**src/rtl/ubaintr_pkg.sv**
```systemverilog
// Shared types and constants for the UBA interrupt-acknowledge arbiter.
// Vector-word bit positions use PDP-10 numbering (bit 0 is the MSB).
package ubaintr_pkg;

    typedef enum logic [1:0] {
        StIdle,
        StArb,
        StGrant,
        StDone
    } state_e;

    // BR level index = BR number minus BrBase
    localparam int unsigned BrBase = 4;
    localparam int unsigned LvlBr7 = 3;
    localparam int unsigned LvlBr6 = 2;
    localparam int unsigned LvlBr5 = 1;
    localparam int unsigned LvlBr4 = 0;

    localparam int unsigned VectMsb = 20;
    localparam int unsigned VectLsb = 35;
    localparam int unsigned VectW   = VectLsb - VectMsb + 1;
    localparam int unsigned PadW    = VectMsb;

    localparam int unsigned CntW = 6;

    function automatic logic [3:0] br_onehot(input logic [1:0] lvl);
        return 4'b0001 << lvl;
    endfunction

endpackage

```
**src/rtl/uba_intr_prio.sv**
```systemverilog
// Combinational priority picker: highest BR level first, then lowest device number.
module uba_intr_prio
    import ubaintr_pkg::*;
(
    input  logic [7:4] req_i [1:5],
    output logic [2:0] dev_o,
    output logic [1:0] lvl_o,
    output logic       valid_o
);

    always_comb begin
        dev_o   = '0;
        lvl_o   = '0;
        valid_o = 1'b0;
        for (int lv = 3; lv >= 0; lv--) begin
            for (int d = 1; d <= 5; d++) begin
                if (!valid_o && req_i[d][BrBase + lv]) begin
                    valid_o = 1'b1;
                    dev_o   = 3'(d);
                    lvl_o   = 2'(lv);
                end
            end
        end
    end

endmodule

```
**src/rtl/uba_intr_ack.sv**
```systemverilog
// UBA interrupt-acknowledge arbiter: picks a requester, grants it, returns its vector.
// Define UBA_INTR_TIMEOUT_EN to compile in the grant-wait timeout (TIMEOUT cycles).
module uba_intr_ack
    import ubaintr_pkg::*;
#(
    parameter int unsigned TIMEOUT = 63
) (
    input  logic        clk,
    input  logic        rst,
    input  logic        vectREAD,
    input  logic [2:0]  vectPI,
    input  logic [0:35] regUBASR,
    input  logic [7:4]  devINTR [1:5],
    input  logic [15:0] devVECT [1:5],
    input  logic        devVECTV [1:5],
    output logic [7:4]  devACKO [1:5],
    output logic [0:35] vectDATA,
    output logic        vectDONE,
    output logic        vectERR
);

    state_e      state_q, state_d;
    logic [2:0]  pi_q, pi_d;
    logic [2:0]  win_dev_q, win_dev_d;
    logic [1:0]  win_lvl_q, win_lvl_d;
    logic [0:35] data_q, data_d;
    logic        err_q, err_d;

    logic [2:0]  stat_pih, stat_pil;
    logic        hi_en, lo_en;
    logic [7:4]  masked [1:5];
    logic [2:0]  prio_dev;
    logic [1:0]  prio_lvl;
    logic        prio_valid;
    logic        sel_vv;
    logic [15:0] sel_vect;
    logic        timeout_hit;

    logic unused_sr;
    assign unused_sr = ^regUBASR[0:29];

    assign stat_pih = regUBASR[30:32];
    assign stat_pil = regUBASR[33:35];
    // PI 0 means "no level", so it never matches an unassigned status field
    assign hi_en    = (pi_q != 3'd0) && (pi_q == stat_pih);
    assign lo_en    = (pi_q != 3'd0) && (pi_q == stat_pil);

    always_comb begin
        for (int d = 1; d <= 5; d++) begin
            masked[d] = devINTR[d] & {hi_en, hi_en, lo_en, lo_en};
        end
    end

    uba_intr_prio u_prio (
        .req_i   (masked),
        .dev_o   (prio_dev),
        .lvl_o   (prio_lvl),
        .valid_o (prio_valid)
    );

    always_comb begin
        sel_vv   = 1'b0;
        sel_vect = '0;
        for (int d = 1; d <= 5; d++) begin
            if (win_dev_q == 3'(d)) begin
                sel_vv   = devVECTV[d];
                sel_vect = devVECT[d];
            end
        end
    end

`ifdef UBA_INTR_TIMEOUT_EN
    logic [CntW-1:0] cnt_q, cnt_d;

    assign timeout_hit = (cnt_q == CntW'(TIMEOUT));

    always_ff @(posedge clk or posedge rst) begin
        if (rst) begin
            cnt_q <= '0;
        end else begin
            cnt_q <= cnt_d;
        end
    end

    always_comb begin
        cnt_d = cnt_q;
        if (state_q == StArb) begin
            cnt_d = '0;
        end else if (state_q == StGrant) begin
            cnt_d = cnt_q + 1'b1;
        end
    end
`else
    logic unused_timeout;
    assign unused_timeout = ^TIMEOUT;
    assign timeout_hit    = 1'b0;
`endif

    always_ff @(posedge clk or posedge rst) begin
        if (rst) begin
            state_q   <= StIdle;
            pi_q      <= '0;
            win_dev_q <= '0;
            win_lvl_q <= '0;
            data_q    <= '0;
            err_q     <= 1'b0;
        end else begin
            state_q   <= state_d;
            pi_q      <= pi_d;
            win_dev_q <= win_dev_d;
            win_lvl_q <= win_lvl_d;
            data_q    <= data_d;
            err_q     <= err_d;
        end
    end

    always_comb begin
        state_d   = state_q;
        pi_d      = pi_q;
        win_dev_d = win_dev_q;
        win_lvl_d = win_lvl_q;
        data_d    = data_q;
        err_d     = err_q;
        unique case (state_q)
            StIdle: begin
                if (vectREAD) begin
                    pi_d    = vectPI;
                    state_d = StArb;
                end
            end
            StArb: begin
                if (prio_valid) begin
                    win_dev_d = prio_dev;
                    win_lvl_d = prio_lvl;
                    state_d   = StGrant;
                end else begin
                    err_d   = 1'b1;
                    data_d  = '0;
                    state_d = StDone;
                end
            end
            StGrant: begin
                // A vector arriving on the timeout cycle still wins
                if (sel_vv) begin
                    err_d   = 1'b0;
                    data_d  = {{PadW{1'b0}}, sel_vect};
                    state_d = StDone;
                end else if (timeout_hit) begin
                    err_d   = 1'b1;
                    data_d  = '0;
                    state_d = StDone;
                end
            end
            StDone: begin
                state_d = StIdle;
            end
            default: begin
                state_d = StIdle;
            end
        endcase
    end

    always_comb begin
        for (int d = 1; d <= 5; d++) begin
            devACKO[d] = '0;
            if (state_q == StGrant && win_dev_q == 3'(d)) begin
                devACKO[d] = br_onehot(win_lvl_q);
            end
        end
    end

    assign vectDONE = (state_q == StDone);
    assign vectERR  = vectDONE & err_q;
    assign vectDATA = data_q;

endmodule

```
**config.mk**
```make
export PLATFORM = sky130hd
export DESIGN_NAME = uba_intr_ack
export DESIGN_NICKNAME = d
export VERILOG_FILES = /design/src/rtl/ubaintr_pkg.sv /design/src/rtl/uba_intr_prio.sv /design/src/rtl/uba_intr_ack.sv
export SDC_FILE = /design/constraint.sdc
export NUM_CORES = 1
export LEC_CHECK = 0
export BUFFER_PORTS_ARGS = -buffer_cell sky130_fd_sc_hd__buf_4
export CELL_PAD_IN_SITES_DETAIL_PLACEMENT = 1
export CELL_PAD_IN_SITES_GLOBAL_PLACEMENT = 2
export CORE_MARGIN = 4
export CORE_UTILIZATION = 22
export DETAILED_ROUTE_END_ITERATION = 7
export GPL_ROUTABILITY_DRIVEN = 0
export HOLD_SLACK_MARGIN = 0.08
export PLACE_DENSITY = 0.9
export SLEW_MARGIN = 40
export SYNTH_ARGS = -nofsm -noshare
export SYNTH_HDL_FRONTEND = slang
export SYNTH_HIERARCHICAL = 1
export SYNTH_SLANG_ARGS = --single-unit
export TNS_END_PERCENT = 10
```
**constraint.sdc**
```tcl
create_clock -name clk -period 10.6 [get_ports clk]
set_clock_uncertainty 0.2 [all_clocks]
set_input_delay 0.53 -clock clk [delete_from_list [all_inputs] [get_ports clk]]
set_output_delay 0.53 -clock clk [all_outputs]
set_load 0.03 [all_outputs]
```
==> results_dict.tcl <==
set metrics [dict create \
    clk_latency_ps 260 \
    drive_above_1_share_pct 45.8 \
    worst_ep_arrival_time_ps 4060 \
    required_ps 10600 \
    boundaryPins 205 \
    cts.sinks 27 \
    ir_worst_vdd_v 0.0000854 \
    ff2ff_path_depth 11 \
    max_slew_margin_pct 53.3 \
    cts_root_buffer "clkbuf_16" \
    fmax_mhz 246 \
    grt_max_degree 42 \
    fin_crit_sh_pct 38.3 \
    cts_buffer_depth 2 \
    first_global_vias 2889 \
    ys_ff_latch 27 \
    cap_violations 0 \
    layout_commonest_cell "buf_4" \
    startpoint_type "flip-flop" \
    die_w_um 116 \
    crit_buf_inv 0 \
    fin_area_um2 3860 \
    synth_edf_count 0 \
    synth-async-reset-ratio_pct 100 \
    die_y_um 116 \
    grt_pass1_wl_um 14300 \
    hold_violations 0 \
    status "completed" \
    cts_resized 0 \
    fin_crit_ps 4060 \
    synth.cell_area_um2 2580 \
    tightest_slew_ps 700 \
    path_cells "nor2_1 -> or3_1 -> a211oi_2 -> and2_1 -> or3_4 -> nand3b_4 -> or4_4 -> or4b_4 -> nand2_1 -> o211a_1 -> a32o_1" \
    hold_buffers 0 \
    syn_inst 300 \
    path_class "flip-flop to flip-flop" \
    die_area_um2 13500 \
    setup_tns_ps 0 \
    hpwl_um 7770 \
    synth_warnings 6 \
    layoutNonFillerInstCount 586 \
    coreArea_um2 11500 \
    grt_overflow 0 \
    vias 2721 \
    use_met1_pct 14.2 \
    gr-usage-all-layers_pct 13.2 \
    first_pass_iters 4 \
    cts_tree "yes" \
    avgSynthCellArea_um2 8.60 \
    ant_nets 0 \
    first_iter_violations 79 \
    setup_violations 0 \
    numCtsBuffers 3 \
    port_buffers 154 \
    rsz0062_at_grt "false" \
    wl_per_cell_um 16.3 \
    cts.htree.levels 1 \
    multi_input_area_um2 1730 \
    hold_path_class "input port to asynchronous set/reset pin" \
    post-place-cells 582 \
    use_met3_pct 2.64 \
    grt_use_met2_pct 26.0 \
    layout_common_cells "buf_4 (154), dfrtp_1 (26), nor2_1 (24)" \
    power_density_nw_per_um2 217 \
    fill_cells 1368 \
    crit_path_max_incr_delay_ps 610 \
    synthToLayoutAreaGrowth_pct 49.6 \
    antenna_found_initial 0 \
    clk_pin_slew_ps 70 \
    fin_nets 596 \
    synth-seq-area-share_pct 26.2 \
    ff_latch_area_um2 679 \
    row_count 39 \
    initial_utilization_pct 22.5 \
    crit_fanout 17 \
    synth_cell_types 45 \
    slew_violations 0 \
    cp-end-kind "flip-flop" \
    synth_ff_type "dfrtp_1" \
    post-cts-setup-buffers 0 \
    place_area_um2 3770 \
    critical-path-top-delay-family "simple AND/OR/NAND/NOR gates" \
    power.leakage_nw 1.79 \
    slowest_stage "o211a_1" \
    path_depth 11 \
    drc_errors 0 \
    viasPerCell 4.64 \
    n_antenna_cell 0 \
    drt-total-wl_um 9580 \
    busiest_layer "met2" \
]
-- power by group --
part | total (mW) | internal [mW] | switching (mW) | leakage [nW]
clock | 0.0897 | 0.0514 | 0.0383 | 0.0371
sequential | 0.201 | 0.141 | 0.0604 | 0.349
combinational | 0.545 | 0.249 | 0.295 | 1.41
-- synthesized netlist by cell type (2+ instances only) --
cell type  number  area (um^2)
dfrtp_1        27          676
nor2_1         24         90.1
nand2_1        22         82.6
and2_1         21          131
o21ai_0        21          105
buf_4          20          150
mux2i_1        18          180
o211ai_1       17          128
a32o_1         16          160
or2_2          16          100
clkbuf_1        9         33.8
mux2_2          9          101
nor3_1          9         45.0
nand2b_1        8         50.1
inv_1           7         26.3
ha_1            5         62.6
buf_2           4         20.0
or3_1           4         25.0
xor2_1          4         35.0
a21oi_1         3         15.0
nand3_1         3         15.0
a211o_2         2         20.0
a211oi_2        2         25.0
and2b_2         2         17.5
buf_6           2         22.5
nor2b_1         2         12.5
nor4_1          2         12.5
o211a_1         2         20.0
o21bai_1        2         15.0
o221ai_1        2         17.5
-- flip-flops by register name, summed over array words and instances (netlist names) --
signal / count
vectDATA: 16
pi_q: 3
win_dev_q: 3
state_q: 2
win_lvl_q: 2
err_q: 1
-- through the flow --
| stage | worst slack [ps] | hold slack [ps] | util [%] | power (mW) |
|---|---|---|---|---|
| after global routing | 6250 | 185 | 33.7 | 0.912 |
| after global placement | 6480 | 275 | 32.8 | 0.729 |
| after CTS | 6480 | 157 | 33.6 | 0.852 |
| final | 6540 | 136 | 33.7 | 0.836 |
| after floorplan | 6970 | 255 | - | 0.597 |
| after detailed placement | 6420 | 282 | 32.9 | 0.758 |
-- cells by family (layout without fill, tap and decap cells) --
kind of cell / count (synthesis) / in the layout / share of synthesized area [%]
simple gates: 121 / 121 / 26.2
compound gates: 72 / 72 / 22.4
flops: 27 / 27 / 26.2
other cells: 1 / 20 / 0.145
fa+ha+maj: 5 / 5 / 2.42
xor+xnor: 4 / 4 / 1.36
mux: 28 / 28 / 11.5
buf+inv: 42 / 166 / 9.80
-- worst paths after layout --
| path | start | endpoint | slack [ps] |
|---|---|---|---|
| worst min register to register | vectDATA[21]$_DFFE_PP0P_ | vectDATA[21]$_DFFE_PP0P_ | 290 |
| worst max-delay path | pi_q[0]$_DFFE_PP0P_ | vectDATA[22]$_DFFE_PP0P_ | 6540 |
| worst max register to register | pi_q[0]$_DFFE_PP0P_ | vectDATA[22]$_DFFE_PP0P_ | 6540 |
| min in group clk | vectDATA[21]$_DFFE_PP0P_ | vectDATA[21]$_DFFE_PP0P_ | 290 |
| worst min-delay path | rst | vectDATA[27]$_DFFE_PP0P_ | 140 |
| max in group asynchronous | rst | win_dev_q[0]$_DFFE_PP0P_ | 9600 |
-- area by class of cell --
class	instances	area share, %
Clock inverter	1	0.194
Multi-Input combinational cell	250	44.7
Sequential cell	27	17.6
Tap cell	143	4.64
Clock buffer	3	1.94
Timing Repair Buffer	155	30.2
Inverter	7	0.681
-- worst register-to-register path: stages, from the launching register on --
cell,delay [ps]
dfrtp_1,440
nor2_1,140
or3_1,130
a211oi_2,110
and2_1,210
or3_4,400
nand3b_4,180
or4_4,510
or4b_4,540
nand2_1,250
o211a_1,610
a32o_1,280
-- per-layer routing --
metal	wire, um	vias to the layer above
met5	0	-
met3	912	10
met4	133	0
li1	-	1326
met2	4920	118
met1	3610	1267
Power figures use the tool's default switching activity.
